<file path="src/rtl/serial_add_pkg.sv">
// Shared types and defaults for the bit-serial adder sequencer.
//   sa_state_t        : sequencer FSM state encoding
//   SA_DEFAULT_WIDTH  : default operand/sum width in bits
package serial_add_pkg;

  typedef enum logic [1:0] {
    S_IDLE = 2'd0,
    S_RUN  = 2'd1,
    S_DONE = 2'd2
  } sa_state_t;

  localparam int unsigned SA_DEFAULT_WIDTH = 8;

endpackage

</file>
<file path="src/rtl/full_adder_cell.sv">
// One-bit full adder, purely combinational; reused once per bit by the sequencer.
//   a, b, cin : addend bits and carry-in
//   sum, cout : sum bit and carry-out
module full_adder_cell (
  input  logic a,
  input  logic b,
  input  logic cin,
  output logic sum,
  output logic cout
);

  assign sum  = a ^ b ^ cin;
  assign cout = (a & b) | (a & cin) | (b & cin);

endmodule

</file>
<file path="src/rtl/serial_adder_ctrl.sv">
// Bit-serial adder sequencer: adds two WIDTH-bit operands LSB first through a
// single full-adder cell, with an IDLE/RUN/DONE FSM and a bit counter.
//   clk, rst_n      : clock, asynchronous active-low reset
//   ena             : advance enable; 0 freezes all state
//   start           : add request, accepted in IDLE or DONE
//   a_in, b_in, cin : operands and carry-in, captured on accept
//   busy            : high while in RUN
//   done            : one-cycle pulse on entry to DONE (held while ena=0)
//   sum_out, cout   : result and final carry, held until the next accept
module serial_adder_ctrl
  import serial_add_pkg::*;
#(
  parameter int unsigned WIDTH = SA_DEFAULT_WIDTH
) (
  input  logic             clk,
  input  logic             rst_n,
  input  logic             ena,
  input  logic             start,
  input  logic [WIDTH-1:0] a_in,
  input  logic [WIDTH-1:0] b_in,
  input  logic             cin,
  output logic             busy,
  output logic             done,
  output logic [WIDTH-1:0] sum_out,
  output logic             cout
);

  localparam int unsigned CNT_W = $clog2(WIDTH);
  localparam logic [CNT_W-1:0] LAST_BIT = CNT_W'(WIDTH - 1);

  sa_state_t        state;
  sa_state_t        next_state;
  logic [CNT_W-1:0] cnt;
  logic [WIDTH-1:0] a_sh;
  logic [WIDTH-1:0] b_sh;
  logic [WIDTH-1:0] sum_sh;
  logic             carry;
  logic             accept;
  logic             step;
  logic             fa_sum;
  logic             fa_cout;

  // Shared full-adder cell fed by the current LSBs and the running carry
  full_adder_cell u_fa (
    .a    (a_sh[0]),
    .b    (b_sh[0]),
    .cin  (carry),
    .sum  (fa_sum),
    .cout (fa_cout)
  );

  // State register
  always_ff @(posedge clk or negedge rst_n) begin
    if (!rst_n) begin
      state <= S_IDLE;
    end else begin
      state <= next_state;
    end
  end

  // Next-state and datapath control
  always_comb begin
    next_state = state;
    accept     = 1'b0;
    step       = 1'b0;
    case (state)
      S_IDLE: begin
        if (ena && start) begin
          next_state = S_RUN;
          accept     = 1'b1;
        end
      end
      S_RUN: begin
        if (ena) begin
          step = 1'b1;
          if (cnt == LAST_BIT) begin
            next_state = S_DONE;
          end
        end
      end
      S_DONE: begin
        if (ena) begin
          if (start) begin
            next_state = S_RUN;
            accept     = 1'b1;
          end else begin
            next_state = S_IDLE;
          end
        end
      end
      default: next_state = S_IDLE;
    endcase
  end

  // Operand/sum shift registers, carry flop and bit counter
  always_ff @(posedge clk or negedge rst_n) begin
    if (!rst_n) begin
      a_sh   <= '0;
      b_sh   <= '0;
      sum_sh <= '0;
      carry  <= 1'b0;
      cnt    <= '0;
    end else if (accept) begin
      a_sh   <= a_in;
      b_sh   <= b_in;
      sum_sh <= '0;
      carry  <= cin;
      cnt    <= '0;
    end else if (step) begin
      a_sh   <= a_sh >> 1;
      b_sh   <= b_sh >> 1;
      sum_sh <= {fa_sum, sum_sh[WIDTH-1:1]};
      carry  <= fa_cout;
      // Hold at the last index so the counter never wraps
      if (cnt != LAST_BIT) begin
        cnt <= cnt + CNT_W'(1);
      end
    end
  end

  // Registered status; done only rises on the RUN->DONE transition
  always_ff @(posedge clk or negedge rst_n) begin
    if (!rst_n) begin
      busy <= 1'b0;
      done <= 1'b0;
    end else if (ena) begin
      busy <= (next_state == S_RUN);
      done <= (state == S_RUN) && (next_state == S_DONE);
    end
  end

  assign sum_out = sum_sh;
  assign cout    = carry;

endmodule

</file>
<file path="config.mk">
export PLATFORM = sky130hd
export DESIGN_NAME = serial_adder_ctrl
export DESIGN_NICKNAME = d
export VERILOG_FILES = /design/src/rtl/serial_add_pkg.sv /design/src/rtl/full_adder_cell.sv /design/src/rtl/serial_adder_ctrl.sv
export SDC_FILE = /design/constraint.sdc
export NUM_CORES = 1
export LEC_CHECK = 0
export BUFFER_PORTS_ARGS = -buffer_cell sky130_fd_sc_hd__buf_2
export CELL_PAD_IN_SITES_DETAIL_PLACEMENT = 1
export CELL_PAD_IN_SITES_GLOBAL_PLACEMENT = 1
export CORE_MARGIN = 5
export CORE_UTILIZATION = 35
export CTS_CLUSTER_SIZE = 25
export DETAILED_ROUTE_END_ITERATION = 10
export GPL_TIMING_DRIVEN = 0
export HOLD_SLACK_MARGIN = 0.08
export PLACE_DENSITY = 0.75
export SKIP_CTS_REPAIR_TIMING = 1
export SLEW_MARGIN = 20
export SYNTH_ARGS = -nofsm -noshare
export SYNTH_HDL_FRONTEND = slang
export SYNTH_SLANG_ARGS = --single-unit
</file>
<file path="constraint.sdc">
create_clock -name clk -period 3.9 [get_ports clk]
set_input_delay 0.39 -clock clk [delete_from_list [all_inputs] [get_ports clk]]
set_output_delay 0.39 -clock clk [all_outputs]
set_load 0.05 [all_outputs]
</file>
Word level (Yosys, flattened, before mapping)
Cells that the tools add are included.
{"block": "classes", "bitwise_logic": 7, "n_addsub": 1, "n_mux": 23, "eq_ne": 6, "reduce_logical": 6}
{"cell": "two-way mux 8 bit", "n": 6}
{"cell": "two-way mux 3 bit", "n": 3}
{"cell": "two-way mux 1 bit", "n": 8}
{"cell": "two-way mux 2 bit", "n": 4}
{"cell": "one-hot mux 2 bit (3 select lines)", "n": 1}
{"cell": "equality test 2 x 1 -> 1 bit, second input constant", "n": 2}
{"cell": "equality test 2 bit, second input constant", "n": 2}
{"cell": "nonzero test 2 bit", "n": 2}
{"cell": "adder 3 x 1 -> 3 bit, second input constant", "n": 1}
{"cell": "bitwise AND 1 bit", "n": 3}
{"cell": "equality test 3 bit, second input constant", "n": 1}
{"cell": "inequality test 3 bit, second input constant", "n": 1}
{"cell": "logical AND 1 bit", "n": 2}
{"cell": "zero test 2 bit", "n": 1}
{"cell": "bitwise OR 1 bit", "n": 2}
{"cell": "one-hot mux 1 bit (2 select lines)", "n": 1}
{"cell": "AND reduction 2 bit", "n": 1}
{"cell": "bitwise XOR 1 bit", "n": 2}
{"block": "totals", "register_bits": 32, "inputBits": 21, "elab_cells": 51, "out_inout_bits": 11}

Depth between registers and ports, before layout
Gate-level depths: netlist of run 1.
{"block": "depth", "depth_word": 6, "mapped_depth": 6, "depth_no_buf": 5}

Cells and area by module
From an unflattened synthesis of run 1, not the netlist that was laid out.
{"block": "hier_totals", "cells_unflattened": 110, "hier_area_um2": 1410.1}
{"module": "serial_adder_ctrl", "cells_per_inst": 109, "instances": 1, "seq_area_each_um2": 800.8, "area_per_inst_um2": 1390.1}
{"module": "full_adder_cell", "cells_per_inst": 1, "instances": 1, "seq_area_each_um2": 0.0, "area_per_inst_um2": 20.0}

Worst setup path before layout of run 1
Ideal clock, no wire load.
{"block": "synth_timing", "path_kind": "register -> register", "from": "reg carry, in the netlist cout", "to": "reg sum_sh[7], in the netlist sum_out[7]", "setup_ns": 0.121, "period_less_slack_ns": 1.577, "stages_incl_launch_ff": 5, "setup_slack_ns": 2.323, "arrival_time_ns": 1.456, "n_path_buf": 0, "required_time_ns": 3.779, "cell_sequence": "dfrtp_1 > fa_1 > nand3b_1 > nand2_1 > a22o_1"}
{"block": "synth_between", "elab_chain_len": 3}
{"item": "start: declaration", "line_no": "serial_adder_ctrl.sv:37", "rtl": "logic carry;"}
{"item": "start signal: assignment", "line_no": "serial_adder_ctrl.sv:107", "rtl": "carry <= cin;"}
{"item": "start signal: assignment", "line_no": "serial_adder_ctrl.sv:113", "rtl": "carry <= fa_cout;"}
{"item": "bitwise XOR 1 bit", "line_no": "full_adder_cell.sv:12", "rtl": "assign sum = a ^ b ^ cin;"}
{"item": "two-way mux 8 bit", "line_no": "serial_adder_ctrl.sv:109", "rtl": "end else if (step) begin"}
{"item": "two-way mux 8 bit", "line_no": "serial_adder_ctrl.sv:103", "rtl": "end else if (accept) begin"}
{"item": "end signal: assignment", "line_no": "serial_adder_ctrl.sv:112", "rtl": "sum_sh <= {fa_sum, sum_sh[WIDTH-1:1]};"}
{"item": "end: declaration", "line_no": "serial_adder_ctrl.sv:36", "rtl": "logic [WIDTH-1:0] sum_sh;"}
Every way passes these cells. The select of a mux whose other input is x is not followed.
A chain may end at the register's enable or synchronous reset.

Worst setup path in the final report of run 1
{"block": "layout_timing", "from": "reg cnt[0]", "to": "reg cnt[0]"}
{"block": "layout_between", "elab_chain_len": 4, "word_cells_on_any_way": 7, "cone_classes": "add/sub (1); eq/ne (1); mux (3); reduce/logical (2)"}
{"item": "start: declaration", "line_no": "serial_adder_ctrl.sv:33", "rtl": "logic [CNT_W-1:0] cnt;"}
{"item": "start signal: assignment", "line_no": "serial_adder_ctrl.sv:116", "rtl": "cnt <= cnt + CNT_W'(1);"}
{"item": "adder 3 x 1 -> 3 bit", "line_no": "serial_adder_ctrl.sv:116"}
{"item": "two-way mux 3 bit", "line_no": "serial_adder_ctrl.sv:115", "rtl": "if (cnt != LAST_BIT) begin"}
{"item": "two-way mux 3 bit", "line_no": "serial_adder_ctrl.sv:109"}
{"item": "two-way mux 3 bit", "line_no": "serial_adder_ctrl.sv:103"}
Parallel ways exist; a longest one is shown, timed or not. The select of a mux whose other input is x is not followed.

==> metrics, run 1 <==
cell mode on critical path ha_1; CP Launch Point cnt[0]; RSZ-0062 raised after global routing no; Leak 0.896 nW; DRC 0; part of the cycle the worst path needs 0.409; share of cells above drive strength 1 0.406; Ports 32; fmax 626 MHz; R2R depth 5; Wirelength per Cell 15.5 um; Critical Path Sink Type flip-flop; Peak VDD IR 203 uV; GPL Wtd Cong 0.738; final-report hold violation count 0; Syn Inst Count 153; GRT Overall Usage 0.138; vias per std cell 4.94; H-tree Lvls 2; initial core utilization 0.361; worst hold slack 0.167 ns; Slew HR 0.515; worst slew pin tran 0.727 ns; status completed; std cell rows 24; setup slack, reg-to-reg 2.30 ns; Area Growth Syn to Fin 19.8%; initial antenna violation count 0; RR Endpoint cnt[0]; final worst slack 2.30 ns; largest stage delay on the critical path 0.39 ns; CTS tree yes; Synth Register Bits 32; Worst-path clk slew 0.06 ns; worst-path cell chain ha_1 > ha_1 > and4bb_2 > nor2_4 > mux2_2; Synth Net Count 177; insertion delay to the later sink of the worst-skew pair 0.28 ns; commonest cells after routing, fill and taps aside buf_2, nand2_1, dfrtp_1; final HPWL from detailed placement 2810 um; Die Span X 77.2 um; post-synthesis cell area 1580 um2; Worst R2R Start cnt[0]; Iteration-0 DRC Markers 64; die area 5960 um2; routed wire length 3780 um; type of the worst min-delay path in -> async; core area 4380 um2; power per cell area 785 nW/um2; sequential fraction of the synthesis area 0.506; ANT nets after route 0; CTS buffer count 5; Netlist cell types 20; Worst Setup Path Type reg -> reg; post-layout min period 1.60 ns; Max stage delay cell, worst path dfrtp_1; # setup viols final 0; Max Slew Vio Count 0; vias in the first global route 1341; warnings from Yosys 0; clock sinks 32; Data arrival, critical path 1.76 ns; largest net degree at the start of global routing 33; end-of-flow core utilization 0.432; drt pass-1 iters 4; maxcap violations 0; routed vias 1205; Setup WS pre-CTS 2.30 ns; TNS Setup 0 ns; n_diodes 0; Worst Clk Skew 0.00572 ns; IO Port Bufs 31; startpoint type of the worst setup path flip-flop; grt ovf 0; Die Height 77.2 um; WP data required 4.06 ns; post-layout net count 215; global-route wire length before repair 6530 um; worst-path fanout max 4; syn avg cell area 10.3 um2; CTS root buffer clkbuf_8; clock tree buffer depth 2
==> power by group <==
part           internal (mW)  total [mW]  switching, mW
combinational          0.241       0.645          0.404
sequential             0.472       0.580          0.107
clock                  0.141       0.263          0.122
total                  0.854        1.49          0.634
==> sequential cells by signal (all words and copies together) (netlist names) <==
register and flops:
a_sh 8, b_sh 8, sum_out 8, busy 1, done 1, state 2, cout 1, cnt 3
==> final cells by class <==
class | count | area, um2
buffer | 10 | 108
fill | 534 | 2490
clock buffer | 6 | 82.6
clock inverter | 2 | 10.0
timing repair buffer | 31 | 155
sequential | 32 | 801
tap | 52 | 65.1
inverter | 2 | 7.51
multi-input combinational | 109 | 666
==> Yosys cell counts (all sizes together) <==
| master | number | area share |
|---|---|---|
| nor2 | 17 | 0.045 |
| and3b | 2 | 0.011 |
| and4bb | 1 | 0.0079 |
| o21ai | 4 | 0.013 |
| fa | 1 | 0.013 |
| dfrtp | 32 | 0.51 |
| nand3b | 3 | 0.014 |
| a21oi | 38 | 0.18 |
| inv | 2 | 0.0047 |
| a22o | 5 | 0.028 |
| ha | 2 | 0.016 |
| mux2 | 1 | 0.0071 |
| buf | 10 | 0.068 |
| nand2b | 1 | 0.0040 |
| nand2 | 34 | 0.081 |
==> critical path: cells and delay by family, from the launching register on <==
family,cells,cell delay [ns]
adder cells (fa/ha/maj),2,0.41
flip-flops,1,0.39
multiplexers,1,0.26
AND/OR/NAND/NOR,2,0.42
==> per-stage QoR <==
step           instance area, um2  instances  power [mW]
2_1_floorplan                1580        153        1.08
3_3_place_gp                 1800        236        1.20
3_5_place_dp                 1800        236        1.25
4_1_cts                      1890        244        1.51
5_1_grt                      1890        244        1.60
6_report                     1890        244        1.49
==> layer usage <==
layer  track usage  share of wire  vias to the layer above
met3        0.0398          0.035                        5
met1         0.172           0.45                      590
met2         0.221           0.49                       23
met4        0.0567          0.019                        0
li1              -              -                      587
met5             0              0                        -
==> worst max path at each step <==
stage            endpoint  cells past startpoint
2_1_floorplan  sum_out[7]                      4
3_3_place_gp       cnt[0]                      5
3_5_place_dp       cnt[0]                      5
4_1_cts            cnt[0]                      5
5_1_grt            cnt[0]                      5
6_report           cnt[0]                      5
==> cells by family after synthesis <==
kind of cell | Yosys count | share of synthesized area
AOI/OAI and AO/OA | 47 | 0.222
adders and majority gates | 3 | 0.0285
buffers and inverters | 12 | 0.0728
DFF | 32 | 0.506
muxes | 1 | 0.00712
and+or+nand+nor | 58 | 0.163
Power figures use the tool's default switching activity.
==> run 2: changes to the inputs <==
==> constraint.sdc (replaced) <==
create_clock -name clk -period 1.5 [get_ports clk]
set_input_delay 0.15 -clock clk [delete_from_list [all_inputs] [get_ports clk]]
set_output_delay 0.15 -clock clk [all_outputs]
set_load 0.05 [all_outputs]
==> metrics, run 2 (same netlist as run 1, synthesis figures left out) <==
status finished with violations; failing checks negative setup slack; fin cells 248 (+1.6%); grt ovf 0 (unchanged); part of the cycle the worst path needs 1.00 (+0.593); CTS tree yes; drt pass-1 iters 3 (-1); GRT Overall Usage 0.136 (-0.00146); power per cell area 2000 nW/um2 (+150%); Setup WS pre-CTS -0.0731 ns (-2.38 ns); die area 5960 um2 (unchanged); Slew HR 0.509 (-0.00603); fmax 665 MHz (+6.2%); vias in the first global route 1389 (+3.6%); worst slew pin tran 0.736 ns (+0.00905 ns); # setup viols final 1 (+1); initial antenna violation count 0 (unchanged); maxcap violations 0 (unchanged); Die Span X 77.2 um (unchanged); Leak 0.906 nW (+1.2%); final-report hold violation count 0 (unchanged); ANT nets after route 0 (unchanged); commonest cells after routing, fill and taps aside buf_2, nand2_1, dfrtp_1; worst-path fanout max 4 (unchanged); setup slack, reg-to-reg -0.003 ns (-2.31 ns); Data arrival, critical path 1.67 ns (-0.09 ns); startpoint type of the worst setup path flip-flop; Logic pwr share 0.454 (+0.020); clock sinks 32 (unchanged); n_diodes 0 (unchanged); Wirelength per Cell 15.5 um (+0.26%); Switching Fraction 0.427 (+0.00128); CTS buffer count 5 (unchanged); GPL Wtd Cong 0.740 (+0.28%); clock power share 0.156 (-0.021); std cell rows 24 (unchanged); insertion delay to the later sink of the worst-skew pair 0.28 ns (about the same); total power 3.86 mW (+160%); core area 4380 um2 (unchanged); initial core utilization 0.361 (unchanged); Die Height 77.2 um (unchanged); Peak VDD IR 533 uV (+160%); Area Growth Syn to Fin 22.2%; Switch Pwr 1.65 mW (+160%); largest net degree at the start of global routing 33 (unchanged); Critical Path Sink Type flip-flop; Internal Pwr Total 2.21 mW (+160%); Worst Setup Path Type reg -> reg; H-tree Lvls 2 (unchanged); post-layout min period 1.50 ns (-0.0928 ns); vias per std cell 5.04 (+2.0%); Max Slew Vio Count 0 (unchanged); DRC 0 (unchanged); WP data required 1.66 ns (-2.40 ns); end-of-flow core utilization 0.441 (+0.00856); routed wire length 3850 um (+1.9%); Ports 32 (unchanged); post-layout net count 221 (+2.8%); Flop pwr share 0.390 (about the same); final worst slack -0.00342 ns (-2.31 ns); routed vias 1249 (+3.7%); final HPWL from detailed placement 2860 um (+1.8%); IO Port Bufs 31 (unchanged); CTS root buffer clkbuf_8; share of cells above drive strength 1 0.423 (+0.0172); Iteration-0 DRC Markers 35 (-45%); Worst Clk Skew 0.00536 ns (-0.000358 ns); Worst-path clk slew 0.06 ns (about the same); global-route wire length before repair 6470 um (-0.95%); RSZ-0062 raised after global routing yes; # placed instances 236 (unchanged); clock tree buffer depth 2 (unchanged); type of the worst min-delay path in -> reg
run 2: changes by cell type in the layout (fill, tap and decap cells not counted), sizes merged:
| cell | change |
|---|---|
| clkinv | -2 |
| buf | +5 |
| dlygate4sd3 | +1 |
run 2: final cells by class:
type / instances / area (um2)
Tap cell: 52 / 65.1
Clock buffer: 6 / 72.6
Buffer: 10 / 108
Multi-Input combinational cell: 109 / 674
Fill cell: 515 / 2450
Inverter: 2 / 7.51
Timing Repair Buffer: 37 / 203
Sequential cell: 32 / 802
run 2: per-layer routing:
metal	global-route usage	vias up	part of all wire	routed length, um
met1	0.158	614	0.44	1680
met3	0.0480	7	0.045	172
met5	0	-	0	0
li1	-	603	-	-
met4	0.0464	0	0.016	60
met2	0.231	25	0.50	1940
run 2: power by group through the flow:
stage / logic (mW) / clock network [mW] / registers [mW]
2_1_floorplan: 0.918 / 0 / 1.89
3_3_place_gp: 1.65 / 0 / 1.49
3_5_place_dp: 1.73 / 0 / 1.53
4_1_cts: 1.74 / 0.625 / 1.51
5_1_grt: 1.92 / 0.656 / 1.56
6_report: 1.75 / 0.603 / 1.51
run 2: path summary, 6_finish.rpt:
check                           startpoint    endpoint  cells after the start
max in group asynchronous            rst_n        cout                      2
worst max-delay path                cnt[0]      cnt[0]                      5
worst max register to register      cnt[0]      cnt[0]                      5
worst min register to register        busy        busy                      2
worst min-delay path               a_in[6]     a_sh[6]                      3
min in group asynchronous            rst_n  sum_out[3]                      2
run 2: worst max-delay path, cell delays in order, from the launching register on:
cell and delay, ns:
dfrtp_1 0.39, ha_2 0.18, ha_2 0.18, and4bb_4 0.33, nor2_4 0.05, mux2_2 0.26
run 2: stage by stage:
step / setup TNS [ns] / cell area [um2] / hold slack (ns)
global route: -0.0459 / 1930 / 0.103
CTS: -0.0809 / 1880 / -0.0500
floorplan: 0 / 1590 / -0.146
global placement: -0.0224 / 1810 / 0.242
finish: -0.00342 / 1930 / 0.107
detailed placement: -0.0731 / 1810 / 0.253
